==> src/rtl/dds_sweep_ctrl.sv <==
// DDS frequency-sweep sequencer: programs each phase increment, lets the
// FIR settle, then reports the peak |sample| seen in the capture window.
module dds_sweep_ctrl #(
    parameter int PINC_W  = 32,
    parameter int DATA_W  = 32,
    parameter int SETTLE  = 64,
    parameter int CAPTURE = 256
) (
    input  logic              aclk,
    input  logic              aresetn,
    input  logic              start,
    input  logic [PINC_W-1:0] pinc_start,
    input  logic [PINC_W-1:0] pinc_step,
    input  logic [15:0]       num_steps,
    output logic              m_axis_config_tvalid,
    input  logic              m_axis_config_tready,
    output logic [PINC_W-1:0] m_axis_config_tdata,
    input  logic              s_axis_data_tvalid,
    input  logic [DATA_W-1:0] s_axis_data_tdata,
    output logic              busy,
    output logic              res_valid,
    output logic [15:0]       res_step,
    output logic [DATA_W-1:0] res_peak,
    output logic              done
);

    typedef enum logic [2:0] {
        S_IDLE,
        S_CFG,
        S_SETTLE,
        S_CAPTURE,
        S_REPORT
    } state_t;

    localparam int MAXC  = (SETTLE > CAPTURE) ? SETTLE : CAPTURE;
    localparam int CNT_W = $clog2(MAXC + 1);

    localparam logic [CNT_W-1:0] SET_LAST = CNT_W'(SETTLE - 1);
    localparam logic [CNT_W-1:0] CAP_LAST = CNT_W'(CAPTURE - 1);
    localparam logic [CNT_W-1:0] CNT_ONE  = CNT_W'(1);

    localparam logic [DATA_W-1:0] MAG_MAX = {1'b0, {(DATA_W-1){1'b1}}};
    localparam logic [DATA_W-1:0] MIN_NEG = {1'b1, {(DATA_W-1){1'b0}}};

    state_t            state_q, state_d;
    logic [PINC_W-1:0] pinc_q, pinc_d;
    logic [PINC_W-1:0] step_q, step_d;
    logic [15:0]       nsteps_q, nsteps_d;
    logic [15:0]       idx_q, idx_d;
    logic [CNT_W-1:0]  cnt_q, cnt_d;
    logic [DATA_W-1:0] peak_q, peak_d;
    logic [15:0]       res_step_q, res_step_d;
    logic [DATA_W-1:0] res_peak_q, res_peak_d;
    logic              zdone_q, zdone_d;

    logic [DATA_W-1:0] mag;
    logic [DATA_W-1:0] peak_nx;
    logic              last_step;

    assign last_step = (idx_q == nsteps_q - 16'd1);

    // Most-negative input has no positive twin; clamp it to full scale.
    always_comb begin
        mag = s_axis_data_tdata;
        if (s_axis_data_tdata == MIN_NEG) begin
            mag = MAG_MAX;
        end else if (s_axis_data_tdata[DATA_W-1]) begin
            mag = -s_axis_data_tdata;
        end
        peak_nx = (mag > peak_q) ? mag : peak_q;
    end

    always_ff @(posedge aclk or negedge aresetn) begin
        if (!aresetn) begin
            state_q    <= S_IDLE;
            pinc_q     <= '0;
            step_q     <= '0;
            nsteps_q   <= '0;
            idx_q      <= '0;
            cnt_q      <= '0;
            peak_q     <= '0;
            res_step_q <= '0;
            res_peak_q <= '0;
            zdone_q    <= 1'b0;
        end else begin
            state_q    <= state_d;
            pinc_q     <= pinc_d;
            step_q     <= step_d;
            nsteps_q   <= nsteps_d;
            idx_q      <= idx_d;
            cnt_q      <= cnt_d;
            peak_q     <= peak_d;
            res_step_q <= res_step_d;
            res_peak_q <= res_peak_d;
            zdone_q    <= zdone_d;
        end
    end

    always_comb begin
        state_d = state_q;
        unique case (state_q)
            S_IDLE: begin
                if (start && (num_steps != 16'd0)) state_d = S_CFG;
            end
            S_CFG: begin
                if (m_axis_config_tready) state_d = S_SETTLE;
            end
            S_SETTLE: begin
                if (s_axis_data_tvalid && (cnt_q == SET_LAST)) begin
                    state_d = S_CAPTURE;
                end
            end
            S_CAPTURE: begin
                if (s_axis_data_tvalid && (cnt_q == CAP_LAST)) begin
                    state_d = S_REPORT;
                end
            end
            S_REPORT: begin
                state_d = last_step ? S_IDLE : S_CFG;
            end
            default: state_d = S_IDLE;
        endcase
    end

    always_comb begin
        pinc_d     = pinc_q;
        step_d     = step_q;
        nsteps_d   = nsteps_q;
        idx_d      = idx_q;
        cnt_d      = cnt_q;
        peak_d     = peak_q;
        res_step_d = res_step_q;
        res_peak_d = res_peak_q;
        zdone_d    = 1'b0;
        unique case (state_q)
            S_IDLE: begin
                if (start && (num_steps == 16'd0)) begin
                    zdone_d = 1'b1;
                end else if (start) begin
                    pinc_d   = pinc_start;
                    step_d   = pinc_step;
                    nsteps_d = num_steps;
                    idx_d    = 16'd0;
                end
            end
            S_CFG: begin
                if (m_axis_config_tready) cnt_d = '0;
            end
            S_SETTLE: begin
                if (s_axis_data_tvalid) begin
                    if (cnt_q == SET_LAST) begin
                        cnt_d  = '0;
                        peak_d = '0;
                    end else begin
                        cnt_d = cnt_q + CNT_ONE;
                    end
                end
            end
            S_CAPTURE: begin
                if (s_axis_data_tvalid) begin
                    peak_d = peak_nx;
                    cnt_d  = cnt_q + CNT_ONE;
                    if (cnt_q == CAP_LAST) begin
                        cnt_d      = '0;
                        res_step_d = idx_q;
                        res_peak_d = peak_nx;
                    end
                end
            end
            S_REPORT: begin
                if (!last_step) begin
                    idx_d  = idx_q + 16'd1;
                    pinc_d = pinc_q + step_q;
                end
            end
            default: ;
        endcase
    end

    always_comb begin
        busy                 = (state_q != S_IDLE);
        m_axis_config_tvalid = (state_q == S_CFG);
        m_axis_config_tdata  = pinc_q;
        res_valid            = (state_q == S_REPORT);
        res_step             = res_step_q;
        res_peak             = res_peak_q;
        done = ((state_q == S_REPORT) && last_step) || zdone_q;
    end

endmodule
==> config.mk <==
export PLATFORM = sky130hd
export DESIGN_NAME = dds_sweep_ctrl
export DESIGN_NICKNAME = d
export VERILOG_FILES = /design/src/rtl/dds_sweep_ctrl.sv
export SDC_FILE = /design/constraint.sdc
export NUM_CORES = 1
export LEC_CHECK = 0
export CAP_MARGIN = 25
export CORE_MARGIN = 2
export CORE_UTILIZATION = 54
export DETAILED_ROUTE_END_ITERATION = 8
export PLACE_DENSITY_LB_ADDON = 0.08
export SYNTH_ARGS = -nofsm -noshare
export SYNTH_HDL_FRONTEND = slang
export SYNTH_SLANG_ARGS = --single-unit
==> constraint.sdc <==
create_clock -name aclk -period 4.43 [get_ports aclk]
set_clock_uncertainty 0.1 [all_clocks]
set_input_delay 0.886 -clock aclk [delete_from_list [all_inputs] [get_ports aclk]]
set_output_delay 0.886 -clock aclk [all_outputs]
set_load 0.005 [all_outputs]
# Yosys cells after proc, flatten, opt, wreduce, memory -nomap -nowiden

Index checks and enable logic that the tools add are counted.
Widths: inputs -> output; s select.

Reductions and logical operators: 19
Mux-type cells: 29
Order comparisons: 1
Equality and inequality tests: 18
Bitwise gates (word level): 1
$add $sub $neg: 5

Operators with widths:

| kind                  | count |
|---|---|
| $mux 32               | 9 |
| $pmux 32 s2           | 2 |
| $mux 16               | 3 |
| $mux 9                | 5 |
| $add 32x32->32        | 1 |
| $eq 32x32->1 const B  | 1 |
| $gt 32x32->1          | 1 |
| $neg 32->32           | 1 |
| $pmux 16 s2           | 1 |
| $pmux 9 s3            | 1 |
| $ne 2x2->1 const B    | 9 |
| $add 16x1->16 const B | 1 |
| $eq 16x16->1          | 1 |
| $logic_not 16->1      | 1 |
| $reduce_and 4->1      | 4 |
| $reduce_bool 16->1    | 1 |
| $sub 16x1->16 const B | 1 |
| $pmux 3 s5            | 1 |
| $mux 3                | 4 |
| $add 9x1->9 const B   | 1 |
| $eq 9x6->1 const B    | 1 |
| $eq 9x8->1 const B    | 1 |
| $eq 3x2->1 const B    | 2 |
| $reduce_and 3->1      | 2 |
| 10 further kinds      | 18 |

Word-level logic and storage cells: 83
Input port bits: 117
Output and inout port bits: 84
Register bits after elaboration: 189

# Logic depth before layout (Yosys ltp)

Depth in word-level cells: 7
Gate-level depth with buffers: 22
Gate-level depth less buffers: 20

# Least setup slack after synthesis

OpenSTA, ideal clock, no wires.

Path type: input to register
Start: input s_axis_data_tdata[10]
End: register res_peak_q[0] (netlist: res_peak[0])
Stages: 19
Buffers on the path: 3
Setup slack: -0.929 ns
Setup time: 0.133 ns
Required time: 4.197 ns
Arrival time: 5.126 ns
Cells stage by stage: or4_1 > nor4_1 > nand3b_1 > nor3_1 > nand2_1 > clkbuf_1 > nand2_1 > ha_1 > a211o_1 > nor3_1 > a2111oi_0 > a211oi_1 > nand3_1 > o21ai_1 > clkbuf_1 > clkbuf_1 > nor2_1 > a21oi_1 > o21ai_0

Word-level cells in the longest chain between the ends: 5
Elaborated cells between the ends (all ways): 6
Classes of those cells: 1 x add/sub; 1 x order compare; 1 x eq/ne; 3 x mux

Ends and longest elaborated chain:

| item                   | line | text |
|---|---|---|
| start: declaration     | 19   | `input logic [DATA_W-1:0] s_axis_data_tdata,` |
| $neg 32->32            | 68   | `mag = -s_axis_data_tdata;` |
| $mux 32                | 67   | `end else if (s_axis_data_tdata[DATA_W-1]) begin` |
| $mux 32 *              | 65   | `if (s_axis_data_tdata == MIN_NEG) begin` |
| $gt 32x32->1           | 70   | `peak_nx = (mag > peak_q) ? mag : peak_q;` |
| $mux 32 *              | 70   |  |
| end signal: assignment | 94   | `res_peak_q <= res_peak_d;` |
| end: declaration       | 53   | `logic [DATA_W-1:0] res_peak_q, res_peak_d;` |

Mark *: on every way between the ends. The rest lies on a longest branch, timed or not.
A chain may end at the register's enable or synchronous reset.

# Worst setup path after layout

Start: input s_axis_data_tdata[18]
End: register peak_q[23]

Word-level cells in the longest chain between the ends: 7
Elaborated cells between the ends (all ways): 8
Classes of those cells: 1 x add/sub; 1 x order compare; 1 x eq/ne; 5 x mux

Ends and longest elaborated chain:

| item                   | line | text |
|---|---|---|
| $neg 32->32            | 68   |  |
| $mux 32                | 67   |  |
| $mux 32 *              | 65   |  |
| $gt 32x32->1           | 70   |  |
| $mux 32 *              | 70   |  |
| $mux 32 *              | 160  | `if (s_axis_data_tvalid) begin` |
| $pmux 32 s2 *          | 135  | `unique case (state_q)` |
| end signal: assignment | 92   | `peak_q <= peak_d;` |
| end: declaration       | 51   | `logic [DATA_W-1:0] peak_q, peak_d;` |

Mark *: on every way between the ends. The rest lies on a longest branch, timed or not. The select of a mux whose other input is x is not followed.

==> flow_summary.json <==
{
  "fmax_mhz": 192.1,
  "drt_wl_total_um": 36270,
  "clock-sinks": 189,
  "synth_top_area_frac": 0.4086,
  "dr.pass1.iters": 7,
  "stdcell_area_um2": 16370,
  "fp.dieH_um": 150.4,
  "wl_per_cell_um": 18.01,
  "die_x_um": 150.4,
  "drt_iter0_drc": 757,
  "worstMarginPinSlew_ns": 0.9266,
  "grt_pass1_vias": 11460,
  "drt-vias-per-instance": 5.774,
  "synth_edf_count": 0,
  "crit_type": "in -> reg",
  "vias": 11630,
  "cts.reportedPaths.clkPinSlew_ns": 0.08,
  "cts_max_level": 4,
  "ys_warn_count": 0,
  "track_usage": 0.3161,
  "muxShareOfSynthArea": 0.01124,
  "startpoint_type": "input port",
  "end_kind": "flop",
  "final_cell_mix": "320 x nand2_1, 189 x dfrtp_1, 184 x clkdlybuf4s50_1",
  "fin_total_pwr_mw": 9.789,
  "drc": 0,
  "grt_pass1_wl_um": 56120,
  "grt_max_degree": 89,
  "synth-compound-area-share": 0.1871,
  "setup_viol": 64,
  "synthFlopType": "dfrtp_1",
  "placedCellCount": 1918,
  "grt_util_met1": 0.3953,
  "placedInstanceArea_um2": 14720,
  "place.gp.congestion": 0.9030,
  "run_status": "finished, violations left",
  "ant_nets": 0,
  "holdCritPathClass": "in -> async",
  "areaGrowthSynthToFinish_pct": 41.45,
  "power.density_nw_per_um2": 597.8,
  "post-route-period-util": 1.175,
  "syn_area_per_cell_um2": 8.346,
  "synth_cells": 1387,
  "yosys.area.top_type": "dfrtp_1",
  "hold_ws_ns": 0.3438,
  "p_leak_nw": 7.742,
  "required_ns": 4.67,
  "cp_data_arrival_time_ns": 5.44,
  "cts_made_buffers": 17,
  "nNetsFinal": 1909,
  "ys_seq_area_frac": 0.4086,
  "insertion_delay_ns": 0.45,
  "grt.met3_usage": 0.05182,
  "rsz0062_at_grt": "yes",
  "synth-simple-area-share": 0.2193,
  "async_flop_share": 1.000,
  "finalHoldViolCount": 0,
  "yosys.area_share.adder": 0.07631,
  "clockBufferDepth": 2,
  "antenna_found_initial": 4,
  "ys_ff_latch": 189,
  "drive_gt1_frac": 0.1816,
  "cts_root_buffer": "clkbuf_16",
  "synth_top_family_by_area": "simple AND/OR/NAND/NOR gates",
  "hpwlAfterDp_um": 23570,
  "slew-limit-headroom": 0.3742,
  "synth_cell_types": 67,
  "ir_drop_mv": 0.3004,
  "core_um2": 21020,
  "syn-cell-area_um2": 11580,
  "cts_tree": "built",
  "portBuffers": 200,
  "violations": "negative setup slack",
  "layout_setup_ws_ns": -0.7747,
  "gr-total-overflow": 0,
  "grt-busiest-layer": "met2",
  "cap_viol_max_count": 0,
  "dieArea_um2": 22620,
  "row_count": 53,
  "use_met2": 0.5311,
  "syn_nets": 1574,
  "final_common_cell": "nand2_1",
  "cp_max_fo": 6,
  "initial_utilization": 0.5507,
  "synthXorXnorAreaFrac": 0.05523,
  "period_minus_slack_ns": 5.205,
  "slew_violations": 0,
  "ios": 201,
  "instances_no_fill": 2014,
  "synth_area_leaders": "dfrtp_1 41%, nand2_1 11%, ha_1 7.5%, o21ai_0 5.1%, xor2_1 3.3%"
}
==> critical path, stage by stage <==
cell	delay [ns]
buf_6	0.09
or4_4	0.54
nor4_4	0.36
buf_4	0.17
nand3b_1	0.12
buf_4	0.17
nor3_4	0.17
buf_4	0.15
and2_4	0.14
nor2_1	0.05
mux2i_1	0.24
ha_1	0.19
nand4_1	0.18
nor4_4	0.37
o211ai_1	0.19
a2111oi_2	0.25
a211oi_1	0.10
nand3_1	0.14
o21ai_4	0.08
buf_6	0.16
nor2_4	0.11
o21ai_4	0.07
buf_8	0.17
buf_16	0.14
a22o_1	0.19
==> layout make-up <==
class / instances / area [µm²]
Multi-Input combinational cell: 1077 / 6802
Antenna cell: 4 / 10.01
Fill cell: 1437 / 4647
Clock buffer: 18 / 429.2
Clock inverter: 14 / 147.6
Sequential cell: 189 / 4730
Tap cell: 275 / 344.1
Inverter: 56 / 210.2
Timing Repair Buffer: 381 / 3702
==> sequential cells by signal, indices dropped and copies added (netlist names) <==
signal	flops
peak_q	32
zdone_q	1
idx_q	16
nsteps_q	16
step_q	32
cnt_q	9
m_axis_config_tdata	32
state_q	3
res_step	16
res_peak	32
==> final timing paths <==
check	startpoint	endpoint	slack [ns]	cells past startpoint
min reg2reg	res_step[7]	res_step[7]	0.38	2
max in group asynchronous	aresetn	m_axis_config_tdata[25]	3.01	2
max reg2reg	nsteps_q[1]	m_axis_config_tdata[6]	0.66	9
max	s_axis_data_tdata[18]	peak_q[23]	-0.77	25
min	aresetn	m_axis_config_tdata[13]	0.34	1
min in group aclk	res_step[7]	res_step[7]	0.38	2
==> synth_stat cells (3+ instances only) <==
cell	instances
o21a_1	8
nand2_1	341
xnor2_1	30
a31oi_1	8
a21o_1	24
nor2_1	88
mux2i_1	13
nand2b_1	12
o21ai_1	16
buf_6	4
a311oi_1	3
nor4_1	9
o21ai_0	118
ha_1	69
a211oi_1	10
o21bai_1	3
a21oi_1	66
a41oi_1	3
clkbuf_1	50
nand3_1	19
inv_1	55
dfrtp_1	189
o211ai_1	6
buf_1	7
nand3b_1	8
or2_2	6
a211o_1	3
or4_1	8
buf_2	3
o31ai_1	16
nor2b_1	16
and3_1	9
xor2_1	43
a22o_1	32
nor3_1	24
a22oi_1	6
or3_1	8
o41ai_1	4
nand4_1	16
==> kinds of logic (layout without fill, tap and decap cells) <==
family,Yosys count,after routing
AO/OA/AOI/OAI,344,344
XOR/XNOR,73,73
adder cells (fa/ha/maj),70,70
buffers and inverters,121,469
flip-flops,189,189
multiplexers,13,13
other,0,4
AND/OR/NAND/NOR,577,577
==> stage by stage <==
| step | util | setup WS (ns) | setup TNS (ns) |
|---|---|---|---|
| global placement | 0.7003 | -1.187 | -71.37 |
| CTS | 0.7745 | -0.5582 | -29.43 |
| global route | 0.7788 | -0.8807 | -50.42 |
| detailed placement | 0.7003 | -1.390 | -82.38 |
| finish | 0.7789 | -0.7747 | -42.96 |
| floorplan | - | -0.4355 | -24.26 |
==> what timing repair did <==
| action | CTS | global route |
|---|---|---|
| hold buffers | 0 | 0 |
| buffers inserted | 42 | 12 |
| endpoints found under the setup margin | 65 | 65 |
| pin swaps | 83 | 21 |
| cloned | 13 | 0 |
| resized for setup | 147 | 20 |
==> power breakdown <==
group | leakage, nW | switching, mW | internal (mW) | total (mW)
clock | 0.277 | 0.784 | 0.756 | 1.54
sequential | 2.44 | 0.488 | 2.25 | 2.74
combinational | 5.02 | 2.84 | 2.67 | 5.51
total | 7.74 | 4.12 | 5.67 | 9.79
==> per-layer routing <==
layer,vias to the layer above,wire length (µm)
met4,0,1532
li1,5488,-
met2,515,17730
met5,-,0
met1,5517,14510
met3,108,2508
Power figures use the tool's default switching activity.
